<file path="config.mk">
export PLATFORM = sky130hd
export DESIGN_NAME = timer_sequencer
export DESIGN_NICKNAME = d
export VERILOG_FILES = /design/src/rtl/timer_pkg.sv /design/src/rtl/start_sync_edge.sv /design/src/rtl/timer_sequencer.sv
export SDC_FILE = /design/constraint.sdc
export NUM_CORES = 1
export LEC_CHECK = 0
export CAP_MARGIN = 20
export CORE_ASPECT_RATIO = 0.8
export CORE_UTILIZATION = 55
export DETAILED_ROUTE_END_ITERATION = 6
export HOLD_SLACK_MARGIN = 0.12
export PLACE_DENSITY_LB_ADDON = 0.1
export SLEW_MARGIN = 25
export SYNTH_ARGS = -nofsm -noshare
export SYNTH_HDL_FRONTEND = slang
export SYNTH_HIERARCHICAL = 1
export SYNTH_SLANG_ARGS = --single-unit
</file>
<file path="constraint.sdc">
create_clock -name clk -period 3.65 [get_ports clk]
set_input_delay 0.365 -clock clk [delete_from_list [all_inputs] [get_ports clk]]
set_output_delay 0.365 -clock clk [all_outputs]
set_load 0.005 [all_outputs]
</file>
<file path="src/rtl/timer_pkg.sv">
// Shared definitions for the timer sequencer: FSM state encoding,
// default timing parameters and a width helper for the internal counters.
package timer_pkg;

    localparam int TICK_DIV_DEFAULT    = 32'sd100000;
    localparam int BLINK_TICKS_DEFAULT = 32'sd500;

    // Externally visible state codes; only these four are ever produced.
    typedef enum logic [2:0] {
        ST_IDLE  = 3'b000,
        ST_RUN   = 3'b001,
        ST_PAUSE = 3'b010,
        ST_DONE  = 3'b100
    } state_t;

    // Number of bits needed to hold the values 0 .. n_states-1 (never less than 1).
    function automatic int cnt_width(input int n_states);
        int w;
        int span;
        w    = 32'sd1;
        span = 32'sd2;
        while ((span < n_states) && (w < 32'sd31)) begin
            w    = w + 32'sd1;
            span = span * 32'sd2;
        end
        return w;
    endfunction

endpackage

</file>
<file path="src/rtl/start_sync_edge.sv">
// Start button conditioning: two-flop synchroniser followed by a rising-edge
// detector. The detector stays disarmed after reset until the synchronised
// input has genuinely been seen low, so a button held through reset release
// does not count as a press.
module start_sync_edge
    import timer_pkg::*;
(
    input  logic clk,
    input  logic reset,
    input  logic din,
    output logic pulse
);

    logic meta_r;
    logic sync_r;
    logic prev_r;
    logic fill1_r;
    logic fill2_r;
    logic armed_r;

    // Synchroniser chain plus one flop of history for edge detection.
    always_ff @(posedge clk or posedge reset) begin
        if (reset) begin
            meta_r <= 1'b0;
            sync_r <= 1'b0;
            prev_r <= 1'b0;
        end else begin
            meta_r <= din;
            sync_r <= meta_r;
            prev_r <= sync_r;
        end
    end

    // Arm the detector once sync_r carries a real sample and that sample is low.
    always_ff @(posedge clk or posedge reset) begin
        if (reset) begin
            fill1_r <= 1'b0;
            fill2_r <= 1'b0;
            armed_r <= 1'b0;
        end else begin
            fill1_r <= 1'b1;
            fill2_r <= fill1_r;
            if (fill2_r && !sync_r) begin
                armed_r <= 1'b1;
            end else begin
                armed_r <= armed_r;
            end
        end
    end

    assign pulse = sync_r & ~prev_r & armed_r;

endmodule

</file>
<file path="src/rtl/timer_sequencer.sv">
// Control sequencer for a BCD stopwatch/timer: button handling, run/pause/done
// FSM, count-tick prescaler and done-state blink generator. All outputs are
// taken straight from flops.
module timer_sequencer
    import timer_pkg::*;
#(
    parameter int TICK_DIV    = TICK_DIV_DEFAULT,
    parameter int BLINK_TICKS = BLINK_TICKS_DEFAULT
)(
    input  logic       clk,
    input  logic       reset,
    input  logic       start,
    input  logic       m,
    input  logic       tc,
    output logic       cnt_en,
    output logic       cnt_clr,
    output logic       cnt_load,
    output logic       cnt_dir,
    output logic [2:0] state,
    output logic       done_blink
);

    localparam int PW = cnt_width(TICK_DIV);
    localparam int TW = cnt_width(BLINK_TICKS);
    localparam logic [PW-1:0] PRESC_LAST = PW'(TICK_DIV - 32'sd1);
    localparam logic [TW-1:0] TICK_LAST  = TW'(BLINK_TICKS - 32'sd1);

    logic          press_s;
    logic          presc_at_last_s;
    logic [PW-1:0] presc_inc_s;
    logic          inc_hits_last_s;

    state_t        state_r;
    logic [PW-1:0] presc_r;
    logic [TW-1:0] tick_r;
    logic          blink_r;
    logic          en_r;
    logic          clr_r;
    logic          load_r;
    logic          dir_r;

    start_sync_edge u_start (
        .clk   (clk),
        .reset (reset),
        .din   (start),
        .pulse (press_s)
    );

    // Wrapping prescaler increment and the terminal-value decodes used by the FSM.
    always_comb begin
        presc_at_last_s = 1'b0;
        presc_inc_s     = '0;
        inc_hits_last_s = 1'b0;
        if (presc_r == PRESC_LAST) begin
            presc_at_last_s = 1'b1;
            presc_inc_s     = '0;
        end else begin
            presc_at_last_s = 1'b0;
            presc_inc_s     = presc_r + PW'(1'b1);
        end
        inc_hits_last_s = (presc_inc_s == PRESC_LAST);
    end

    // Main FSM with prescaler, blink counter and registered control pulses.
    always_ff @(posedge clk or posedge reset) begin
        if (reset) begin
            state_r <= ST_IDLE;
            presc_r <= '0;
            tick_r  <= '0;
            blink_r <= 1'b0;
            en_r    <= 1'b0;
            clr_r   <= 1'b0;
            load_r  <= 1'b0;
            dir_r   <= 1'b0;
        end else begin
            // Pulses last one cycle unless re-asserted below.
            en_r   <= 1'b0;
            clr_r  <= 1'b0;
            load_r <= 1'b0;
            case (state_r)
                ST_IDLE: begin
                    presc_r <= '0;
                    tick_r  <= '0;
                    blink_r <= 1'b0;
                    if (press_s) begin
                        // Stopwatch starts from zero, timer starts from the preset.
                        state_r <= ST_RUN;
                        dir_r   <= m;
                        clr_r   <= ~m;
                        load_r  <= m;
                    end else begin
                        state_r <= ST_IDLE;
                    end
                end
                ST_RUN: begin
                    if (tc) begin
                        // Terminal count wins over a simultaneous press.
                        state_r <= ST_DONE;
                        presc_r <= '0;
                        tick_r  <= '0;
                        blink_r <= 1'b1;
                    end else if (press_s) begin
                        // Freeze the prescaler so the partial tick survives the pause.
                        state_r <= ST_PAUSE;
                    end else begin
                        state_r <= ST_RUN;
                        presc_r <= presc_inc_s;
                        en_r    <= inc_hits_last_s;
                    end
                end
                ST_PAUSE: begin
                    if (press_s) begin
                        // Resume exactly where counting stopped; no clear or load.
                        state_r <= ST_RUN;
                        presc_r <= presc_inc_s;
                        en_r    <= inc_hits_last_s;
                    end else begin
                        state_r <= ST_PAUSE;
                    end
                end
                ST_DONE: begin
                    if (press_s) begin
                        // Back to idle; the datapath keeps its value for display.
                        state_r <= ST_IDLE;
                        presc_r <= '0;
                        tick_r  <= '0;
                        blink_r <= 1'b0;
                    end else begin
                        state_r <= ST_DONE;
                        presc_r <= presc_inc_s;
                        if (presc_at_last_s) begin
                            if (tick_r == TICK_LAST) begin
                                tick_r  <= '0;
                                blink_r <= ~blink_r;
                            end else begin
                                tick_r  <= tick_r + TW'(1'b1);
                            end
                        end else begin
                            tick_r <= tick_r;
                        end
                    end
                end
                default: begin
                    state_r <= ST_IDLE;
                    presc_r <= '0;
                    tick_r  <= '0;
                    blink_r <= 1'b0;
                end
            endcase
        end
    end

    assign state      = state_r;
    assign cnt_en     = en_r;
    assign cnt_clr    = clr_r;
    assign cnt_load   = load_r;
    assign cnt_dir    = dir_r;
    assign done_blink = blink_r;

endmodule

</file>
==> results of run 1 <==
[per-stage QoR]
| stage | area (um2) | setup WS [ns] |
|---|---|---|
| finish | 2460 | 1.35 |
| global route | 2460 | 1.14 |
| CTS | 2460 | 1.36 |
| detailed placement | 2360 | 1.30 |
| global placement | 2360 | 1.29 |
| floorplan | 2230 | 1.55 |
[layer usage]
layer	up-vias	share of wire, %
li1	886	-
met5	-	0
met4	0	1.5
met2	27	40
met3	7	3.7
met1	847	55
[synth_stat cells (2+ instances only)]
cell type,number,area [um2]
nor3b_1,4,30.0
xnor2_1,2,17.5
a21o_1,2,15.0
o31ai_1,4,30.0
ha_1,2,25.0
nand4bb_1,2,22.5
a31oi_1,7,43.8
and3_1,5,31.3
inv_1,9,33.8
xor2_1,6,52.6
nor2b_1,5,31.3
mux2i_1,3,30.0
nand2_1,25,93.8
nor3_1,2,10.0
nand3_1,16,80.1
and2_1,2,12.5
buf_2,5,25.0
nand4_1,6,37.5
o21ai_0,25,125
and4_1,3,26.3
nand2b_1,8,50.1
clkbuf_1,7,26.3
a22o_1,3,26.3
dfrtp_1,40,1000
a21oi_1,11,55.1
nor4_1,2,12.5
nor2_1,14,52.6
or3_1,2,12.5
[cell families (layout without fill, tap and decap cells)]
family / count (synthesis) / after routing / share of synthesized area, %
multiplexers: 5 / 5 / 2.36
XOR/XNOR: 8 / 8 / 3.15
other: 1 / 1 / 0.168
AND/OR/NAND/NOR: 104 / 104 / 26.3
AO/OA/AOI/OAI: 61 / 61 / 17.4
buffers and inverters: 23 / 30 / 4.55
flip-flops: 40 / 40 / 45.0
adder cells (fa/ha/maj): 2 / 2 / 1.12
[state kept, by name (all words and copies together), names as in the netlist]
signal	cells
cnt_clr	1
cnt_dir	1
cnt_en	1
cnt_load	1
done_blink	1
presc_r	17
state	3
tick_r	9
u_start/armed_r	1
u_start/fill1_r	1
u_start/fill2_r	1
u_start/meta_r	1
u_start/prev_r	1
u_start/sync_r	1
[report_power, final]
group	internal, mW	total [mW]	switching [mW]
Sequential	0.471	0.512	0.0404
Clock	0.168	0.317	0.148
Combinational	0.111	0.238	0.128
Total	0.750	1.07	0.316
[final timing paths]
check / to / slack, ns
min reg2reg: u_start/sync_r$_DFF_PP0_ / 0.35
min: u_start/fill2_r$_DFF_PP0_ / 0.30
max in group asynchronous: tick_r[3]$_DFFE_PP0P_ / 2.86
min in group clk: u_start/sync_r$_DFF_PP0_ / 0.35
max: cnt_en$_DFF_PP0_ / 1.35
max reg2reg: cnt_en$_DFF_PP0_ / 1.35
[final cells by class]
cell class / instances / area (um2)
multi-input combinational: 181 / 1120
sequential: 40 / 1000
fill: 322 / 1370
tap: 55 / 68.8
clock buffer: 7 / 96.3
inverter: 9 / 33.8
timing repair buffer: 14 / 135
==> reports/metrics.yaml, run 1 <==
status:
  status: "complete, no violations"
synth:
  syn_nets: 251
  synth_seq_cells: 40
  synth_flop_cell: "dfrtp_1"
  syn-cell-area_um2: 2230
  ys_warn_count: 6
  yosysUniqueCellTypes: 50
  synth_edf_count: 0
  syn_inst: 244
  async_flop_share_pct: 100
  avgSynthCellArea_um2: 9.12
  yosysSeqAreaShare_pct: 45.0
sta:
  tightest_slew_ns: 0.824
  maxSlewViolCount: 0
  finClkSkew_ns: 0.00744
  fmax_ghz: 0.436
  period_share_pct: 62.9
  period_minus_slack_ns: 2.30
  fin_hold_ws_ns: 0.303
  hold_violations: 0
  finalSetupViolations: 0
  rsz0062_at_grt: "false"
  setup_tns_ns: 0
  relSlewSlack_pct: 44.6
clocking:
  tritoncts: "built"
  clockRootBuffer: "clkbuf_8"
  clk_pin_slew_ns: 0.08
  htreeDepth: 2
  cts_resized: 0
  cts.sinks: 40
  clk_latency_ns: 0.30
  post_cts_buffers: 0
  ctsHoldBuffers: 0
  cts_buffer_depth: 2
  cts_inserted_buffers: 5
cells_and_area:
  post_layout_nonfiller_instances: 306
  layout_common_cells: "dfrtp_1, nand2_1, o21ai_0"
  area_delta_synth_final_pct: 10.5
  final_layout_size_suffix_gt1_share_pct: 7.57
  diodes: 0
  finish.utilization_pct: 64.2
  layout.nets: 258
  mostFrequentLayoutCell: "dfrtp_1"
global_route:
  grt-busiest-layer: "met1"
  grt_max_degree: 35
  met1_usage_pct: 39.8
  met3_usage_pct: 6.16
  grt-ovfl-total: 0
  grt_pass1_vias: 1582
  use_met2_pct: 31.2
  grt.total_usage_pct: 24.8
  grt_pass1_wl_mm: 7.89
  antenna_found_initial: 0
critical_path:
  slowest_stage: "nor4_1"
  crit_buf_inv: 0
  startpoint_type: "register"
  critPathTopFamily: "simple AND/OR/NAND/NOR gates"
  rr_worst_depth: 4
  worst_ep_arrival_time_ns: 2.47
  critical_path_class: "register to register"
  path_cells: "nand4_1 > nor4_1 > a31oi_1 > a2111oi_2"
  r2r_start: "presc_r[5]$_DFFE_PP0P_"
  path_depth: 4
  required_ns: 3.83
  critical_path.startpoint: "presc_r[5]$_DFFE_PP0P_"
  max_stage_delay_ns: 0.79
  crit_fanout: 9
  end_kind: "register"
die:
  fp.dieW_um: 73.1
  initial_core_util_pct: 58.1
  rows: 20
  core-area_um2: 3830
  die-area_um2: 4310
  io_pins: 13
  die_h_um: 58.9
route:
  vias: 1767
  firstDrtPassIters: 4
  vias_per_cell: 5.77
  drtAntennaViolNets: 0
  wirelength_mm: 4.53
  drt_iter0_markers: 81
  drc: 0
  wl_per_cell_um: 14.8
power_and_ir_drop:
  vdd_drop_max_uv: 314
  power.leakage_nw: 1.03
  p_total_mw: 1.07
  power_density_nw_per_um2: 434
placement:
  dp_hpwl_mm: 3.10
  portBuffers: 12
  gp_congestion: 0.834
  place_inst: 299
worst_hold_path:
  hold_path.class: "input port to async pin"
job:
  drv_cap: 0
No activity file was read; power rests on OpenSTA's default activity.
==> run 2, diff against run 1 <==
Settings changed: CORE_UTILIZATION 55 to 53.
Clock period 3.65 ns to 2 ns, I/O delays scaled along.
==> run 2 against run 1 <==
  * Power grew 93%
  * Wire length increased by 15%
  * Largest cell class unchanged
  * Cell area rose by 11%
  * Worst setup slack got worse by 1.3 ns
  * Flip-flop and latch count stayed put
  * First-iteration DRC count rose by 150%
  * Utilization grew 5.7 points
  * Global-route usage grew 1.3 points
  * Register-to-register slack lost 1.3 ns
==> reports/metrics.yaml, run 2 (synthesis results as in run 1) <==
sta:
  finClkSkew_ns: 0.00777
  rsz0062_at_grt: "true"
  finalSetupViolations: 0
  period_minus_slack_ns: 1.95
  setup_tns_ns: 0
  maxSlewViolCount: 0
  period_share_pct: 97.3
  fmax_ghz: 0.514
  tightest_slew_ns: 0.503
  hold_violations: 0
  relSlewSlack_pct: 66.2
power_and_ir_drop:
  vdd_drop_max_uv: 460
  power.leakage_nw: 1.18
  power_density_nw_per_um2: 755
  p_clk_share_pct: 27.2
  power_switching_mw: 0.623
  p_comb_share_pct: 28.5
  p_sw_share_pct: 30.2
  p_total_mw: 2.06
  p_int_mw: 1.44
  p_seq_share_pct: 44.2
global_route:
  antenna_found_initial: 0
  grt_pass1_wl_mm: 8.50
  grt.total_usage_pct: 26.0
  grt_max_degree: 35
  grt_pass1_vias: 1745
  grt-ovfl-total: 0
route:
  wirelength_mm: 5.20
  firstDrtPassIters: 5
  wl_per_cell_um: 15.5
  drtAntennaViolNets: 0
  drt_iter0_markers: 201
  drc: 0
  vias: 1981
  vias_per_cell: 5.91
cells_and_area:
  stdcell_area_um2: 2730
  area_delta_synth_final_pct: 22.6
  diodes: 0
  top_register: "presc_r"
  layout_common_cells: "dfrtp_1, buf_4, nand2_1"
  final_layout_size_suffix_gt1_share_pct: 19.6
  layout.nets: 286
  largest_reg_flops: 17
  mostFrequentLayoutCell: "dfrtp_1"
worst_hold_path:
  hold_path.class: "input port to async pin"
clocking:
  post_cts_buffers: 0
  clk_latency_ns: 0.29
  clockRootBuffer: "clkbuf_8"
  cts_resized: 0
  cts_buffer_depth: 2
  cts_inserted_buffers: 5
  htreeDepth: 2
  cts.sinks: 40
  tritoncts: "built"
  ctsHoldBuffers: 0
  clk_pin_slew_ns: 0.08
die:
  initial_core_util_pct: 57.0
  die_h_um: 60.0
  die-area_um2: 4460
  io_pins: 13
  fp.dieW_um: 74.5
  rows: 20
  core-area_um2: 3900
placement:
  place_area_um2: 2590
  gp_congestion: 0.874
  portBuffers: 12
  dp_hpwl_mm: 3.62
critical_path:
  required_ns: 2.17
  end_kind: "register"
  critical_path_class: "register to register"
  worst_ep_arrival_time_ns: 2.11
  crit_fanout: 8
  startpoint_type: "register"
job:
  drv_cap: 0
status:
  status: "complete, no violations"
[run 2: path summary, 6_finish.rpt]
check                                     startpoint  slack [ns]  cells after the start                     endpoint
setup / recovery              presc_r[6]$_DFFE_PP0P_        0.05                      7       presc_r[6]$_DFFE_PP0P_
min in group clk           u_start/fill1_r$_DFF_PP0_        0.35                      0    u_start/fill2_r$_DFF_PP0_
setup reg to reg              presc_r[6]$_DFFE_PP0P_        0.05                      7       presc_r[6]$_DFFE_PP0P_
hold / removal                                 reset        0.16                      2  u_start/armed_r$_DFFE_PP0P_
hold reg to reg            u_start/fill1_r$_DFF_PP0_        0.35                      0    u_start/fill2_r$_DFF_PP0_
max in group asynchronous                      reset        1.33                      3            cnt_clr$_DFF_PP0_
[run 2: area by class of cell]
| cell class | count | area, um2 |
|---|---|---|
| repair buffers | 42 | 362 |
| clock buffers | 7 | 86.3 |
| multi-input cells | 181 | 1170 |
| clock inverters | 1 | 7.51 |
| fillers | 301 | 1170 |
| flip-flops and latches | 40 | 1000 |
| inverters | 9 | 33.8 |
| well taps | 55 | 68.8 |
[run 2: metrics by stage]
step | std cells | setup slack, ns | hold WS [ns] | util, %
3_5_place_dp | 327 | -0.0303 | 0.336 | 66.3
5_1_grt | 335 | -0.0514 | 0.176 | 69.9
3_3_place_gp | 327 | 0.0609 | 0.332 | 66.3
4_1_cts | 335 | 0.0651 | 0.156 | 68.7
6_report | 335 | 0.0542 | 0.155 | 69.9
2_1_floorplan | 244 | 0.00313 | -0.00904 | -
[run 2: metal layers]
metal	track usage (%)	part of all wire (%)	vias to the layer above
met5	0	0	-
met4	8.89	0.81	0
met3	4.89	7.6	4
met2	36.6	43	80
met1	39.9	49	946
li1	-	-	951
[run 2: power by group through the flow]
stage / Sequential, mW / Combinational (mW) / Clock, mW
after global placement: 0.926 / 0.547 / 0
after detailed placement: 0.926 / 0.553 / 0
after CTS: 0.912 / 0.556 / 0.573
final: 0.912 / 0.588 / 0.561
after global routing: 0.920 / 0.640 / 0.609
after floorplan: 0.920 / 0.292 / 0
[run 2: worst max-delay path, stage by stage (launching register included)]
cell     delay [ns]
dfrtp_1        0.38
or4b_4         0.55
nor4_4         0.26
buf_4          0.18
a21oi_2        0.04
buf_6          0.16
a31oi_1        0.18
a31oi_1        0.08
==> variant 1, RTL diff (config.mk and constraints of run 2) <==
Change the package constant `TICK_DIV_DEFAULT` from 32'sd100000 to 32'sd50000.
--- a/src/rtl/timer_pkg.sv
+++ b/src/rtl/timer_pkg.sv
@@ -2,7 +2,7 @@
 // default timing parameters and a width helper for the internal counters.
 package timer_pkg;
 
-    localparam int TICK_DIV_DEFAULT    = 32'sd100000;
+    localparam int TICK_DIV_DEFAULT    = 32'sd50000;
     localparam int BLINK_TICKS_DEFAULT = 32'sd500;
 
     // Externally visible state codes; only these four are ever produced.
Behaviour: same outputs for any inputs over 10 cycles, from zero or initial values and one cycle with reset high; that may be too few to reach the edited logic, so the function may still have changed.
==> variant 1 against run 2 <==
- synthesized cell count is 2.5% lower
- core utilization rose by 0.064 points
- sequential power is 3.6% higher
- synthesized area decreased by 0.17%
- final area about the same
- largest cell class unchanged
- sequential cell count is 1 lower
- clock skew grew 1.6 ps
- setup slack improved by 81 ps
- cell count decreased by 2.1%
- power increased by 8.2%
- clock power increased by 18%
- die area decreased by 0.16%
- critical endpoint is now done_blink
- wire length is 4.7% lower
==> variant 1: results (changes against run 2) <==
stage,metric,value,unit,change
run_status,outcome,"finished, final reports clean",,unchanged
synth,Area contributors post-synth,"dfrtp_1, o21ai_0, a31oi_1",,"was dfrtp_1, o21ai_0, nand2_1"
timing,Max Freq,536,MHz,was 514 MHz
synth,Post-Synthesis Net Count,245,,was 251
synth,Post-synth top cells,"dfrtp_1, nand2_1, nor2_1, o21ai_0, a31oi_1",,"was dfrtp_1, nand2_1, o21ai_0"
grt,largest net degree at the start of global routing,34,,was 35
clock_tree,PostCTS Resize Cnt,2,,was 0
worst_setup_path,cells on worst reg2reg path,5,,was 7
synth,"Seq/Total Area, Yosys",43.9,%,was 45.0%
route,detailed-routed wire length on met3,264,µm,was 394 µm
timing,Fin Hold WS,145,ps,was 155 ps
worst_setup_path,flop2flop setup slack,140,ps,was 50 ps
grt,first-pass GRT wire length,8.36,mm,was 8.50 mm
synth,post-synthesis mux area share,2.42,%,was 2.36%
placed_design,dpl ws,-33.0,ps,was -30.3 ps
grt,met2 usage,32.0,%,was 36.6%
route,routed vias/inst,5.76,,was 5.91
final_layout,non-filler cells in the finished layout,328,,was 335
route,met2 WL,2.02,mm,was 2.21 mm
worst_setup_path,critical path arrival,2050,ps,was 2110 ps
placed_design,DP Cell Count,320,,was 327
route,initial DRC count,235,,was 201
power,LEAKAGE,1.12,nW,was 1.18 nW
synth,Adder-Cell Fraction of Synth Area,1.13,%,was 1.12%
route,Met1 Wirelength,2.62,mm,was 2.55 mm
grt,routing usage on met3,6.07,%,was 4.89%
synth,post-synthesis compound-gate area fraction,20.2,%,was 17.4%
power,worst vdd ir,565,µV,was 460 µV
worst_setup_path,Crit Path Max Fanout,9,,was 8
worst_setup_path,start point of the critical path,presc_r[2],,was presc_r[6]
worst_setup_path,RR Endpoint,done_blink,,was presc_r[6]
synth,count of cell types in the netlist,54,,was 50
[variant 1: changes by cell type after synthesis, moves of 3 or more]
cell	change
clkbuf_1	-6
xnor2_1	+3
nand2b_1	-6
o21ai_0	-6
nand2_1	-5
buf_2	+4
nand3_1	-5
a31oi_1	+6
nor2_1	+5
[variant 1: final cells by class]
| type | count | area (µm²) |
|---|---|---|
| repair buffers | 41 | 350 |
| flip-flops and latches | 39 | 977 |
| inverters | 10 | 41.3 |
| multi-input cells | 175 | 1180 |
| well taps | 55 | 68.8 |
| clock inverters | 3 | 43.8 |
| fillers | 296 | 1170 |
| clock buffers | 5 | 68.8 |
[variant 1: power breakdown]
group / leakage, nW / total, mW / switching [mW] / internal (mW)
Combinational: 0.539 / 0.624 / 0.301 / 0.323
Sequential: 0.520 / 0.945 / 0.0917 / 0.853
Clock: 0.0581 / 0.660 / 0.288 / 0.371
[variant 1: critical path, cell delays in order (launching register included)]
cell     delay [ps]
dfrtp_1         550
and3_1          250
and4_2          330
o22ai_4         100
and2b_1         210
mux2_2          330
==> variant 2, RTL diff (config.mk and constraints of run 2) <==
Made on the original files. Register the output `cnt_en` once more, with the module's reset; this adds one clock of latency there. The other outputs are not delayed to match.
--- a/src/rtl/timer_sequencer.sv
+++ b/src/rtl/timer_sequencer.sv
@@ -151,7 +151,13 @@
     end
 
     assign state      = state_r;
-    assign cnt_en     = en_r;
+    always_ff @(posedge clk or posedge reset) begin
+        if (reset) begin
+            cnt_en <= '0;
+        end else begin
+            cnt_en <= en_r;
+        end
+    end
     assign cnt_clr    = clr_r;
     assign cnt_load   = load_r;
     assign cnt_dir    = dir_r;
Check against the original RTL: no difference found for any inputs over 10 cycles, from zero or initial values and one cycle with reset high; that may be too few to reach the edited logic, so the function may still have changed.
==> variant 2 against run 2 <==
- sequential cell count increased by 1
- sequential share of layout area fell by 1.3 points
- critical path depth fell by 1
- synthesized area is 8.0% higher
- via count is 9.1% higher
- final area up 6.5%
- setup slack gained 38 ps
- non-clock buffer count rose by 9
- power increased by 1.7%
- die area up 7.7%
- wire length grew 12%
- critical endpoint is now tick_r[8]
- largest cell class unchanged
- largest power group unchanged
- highest routed layer unchanged
==> variant 2: results (changes against run 2) <==
stage,metric,value,unit,change
run_status,outcome,"finished, final reports clean",,unchanged
clock_tree,Post-CTS Repair Setup Buffers,0,,unchanged
clock_tree,PostCTS Resize Cnt,0,,unchanged
clock_tree,"Clk pin slew, worst setup/hold paths",80,ps,about the same
placed_design,HPWL after detailed placement,4.14,mm,was 3.62 mm
grt,GRT Util Overall,27.0,%,was 26.0%
worst_setup_path,critical path arrival,2150,ps,was 2110 ps
placed_design,Post-DP Area,2770,µm²,was 2590 µm²
worst_setup_path,cells on worst reg2reg path,6,,was 7
route,vias,2161,,was 1981
route,routed vias/inst,5.99,,was 5.91
synth,fraction of registers with async set/reset,100,%,unchanged
clock_tree,CTS buffer count,5,,unchanged
final_layout,max reg flops,17,,unchanged
grt,first-pass GRT wire length,10.1,mm,was 8.50 mm
grt,largest net degree at the start of global routing,36,,was 35
worst_setup_path,worst r2r src,presc_r[6],,unchanged
clock_tree,# H-tree levels,2,,unchanged
synth,Mapped Avg Cell Area,9.04,µm²,was 9.12 µm²
route,WL/cell,16.1,µm,was 15.5 µm
power,Flop pwr share,44.8,%,was 44.2%
final_layout,Inserted Diodes,0,,unchanged
worst_setup_path,critical path's largest stage delay,520,ps,was 550 ps
power,LEAKAGE,1.29,nW,was 1.18 nW
clock_tree,Root Buffer,clkbuf_8,,unchanged
placed_design,DP Cell Count,353,,was 327
synth,Post-Synthesis Net Count,273,,was 251
power,worst vdd ir,562,µV,was 460 µV
clock_tree,clock latency on the worst-skew pair,310,ps,was 290 ps
placed_design,Placer Congestion,0.943,,was 0.874
route,first drt pass iteration count,4,,was 5
synth,Area contributors post-synth,"dfrtp_1, nand3_1, nand2_1",,"was dfrtp_1, o21ai_0, nand2_1"
power,Clock Power,0.557,mW,was 0.561 mW
final_layout,Final nets,310,,was 286
clock_tree,Clock Tree Buf Depth,2,,unchanged
synth,"Seq/Total Area, Yosys",42.7,%,was 45.0%
synth,prevailing post-synth register cell,dfrtp_1,,unchanged
grt,initial antenna violation count,0,,unchanged
route,initial DRC count,238,,was 201
final_layout,Largest Register,presc_r,,unchanged
synth,count of cell types in the netlist,57,,was 50
worst_setup_path,CP max-delay cell,or4_1,,was or4b_4
worst_setup_path,flop2flop setup slack,90,ps,was 50 ps
power,Internal,1.41,mW,was 1.44 mW
synth,Post-synth top cells,"dfrtp_1, nand2_1, nand3_1",,"was dfrtp_1, nand2_1, o21ai_0"
final_layout,Fill cells,349,,was 301
timing,clk_skew,10.7,ps,was 7.77 ps
synth,Synthesis Warnings,6,,unchanged
final_layout,share of layout cells above drive strength 1,22.0,%,was 19.6%
grt,vias in the first global route,2118,,was 1745
min_path,Hold WC Path Type,in -> async,,unchanged
placed_design,Port Buf Inserts,12,,unchanged
worst_setup_path,Crit Path Max Fanout,13,,was 8
worst_setup_path,RR Endpoint,tick_r[8],,was presc_r[6]
[variant 2: worst max-delay path: cells and delay by family (launching register included)]
kind	cells	cell delay, ps
AND/OR/NAND/NOR	4	1150
flip-flops	1	470
buffers and inverters	1	180
AO/OA/AOI/OAI	1	60
[variant 2: worst max-delay path by stage]
stage          cells after the start   endpoint            from  slack [ps]
2_1_floorplan                      7  tick_r[5]  u_start/sync_r         230
3_3_place_gp                       6  tick_r[5]      presc_r[5]          90
3_5_place_dp                       6  tick_r[5]      presc_r[5]          40
4_1_cts                            6  tick_r[8]      presc_r[5]          30
5_1_grt                            6  tick_r[8]      presc_r[6]           3
6_report                           6  tick_r[8]      presc_r[6]          90
[variant 2: stage by stage]
step                setup slack (ps)  util, %  hold WS [ps]  power [mW]
CTS                             27.6     67.1           144        2.08
global route                    3.20     68.3           162        2.20
finish                          91.9     68.3           133        2.10
floorplan                        232        -         -9.04        1.28
detailed placement              41.0     65.1           336        1.53
global placement                93.9     65.1           331        1.52
[variant 2: logic make-up after synthesis]
kind of cell,after synthesis,synth area share [%]
buffers and inverters,30,6.30
other,1,0.156
AO/OA/AOI/OAI,62,16.5
adder cells (fa/ha/maj),2,1.04
XOR/XNOR,7,2.86
AND/OR/NAND/NOR,119,28.7
flip-flops,41,42.7
multiplexers,4,1.77
[variant 2: routing by layer]
metal | vias to the layer above | GRT usage, % | wire (µm)
li1 | 1047 | - | -
met1 | 1033 | 40.2 | 2840
met2 | 71 | 38.3 | 2470
met3 | 10 | 7.06 | 430
met4 | 0 | 8.49 | 83
met5 | - | 0 | 0
[variant 2: area by class of cell]
type / count / share of cell area [%]
multi-input combinational: 195 / 43.8
sequential: 41 / 35.4
timing repair buffer: 51 / 14.2
tap: 57 / 2.45
clock buffer: 5 / 2.37
inverter: 9 / 1.16
clock inverter: 3 / 0.603
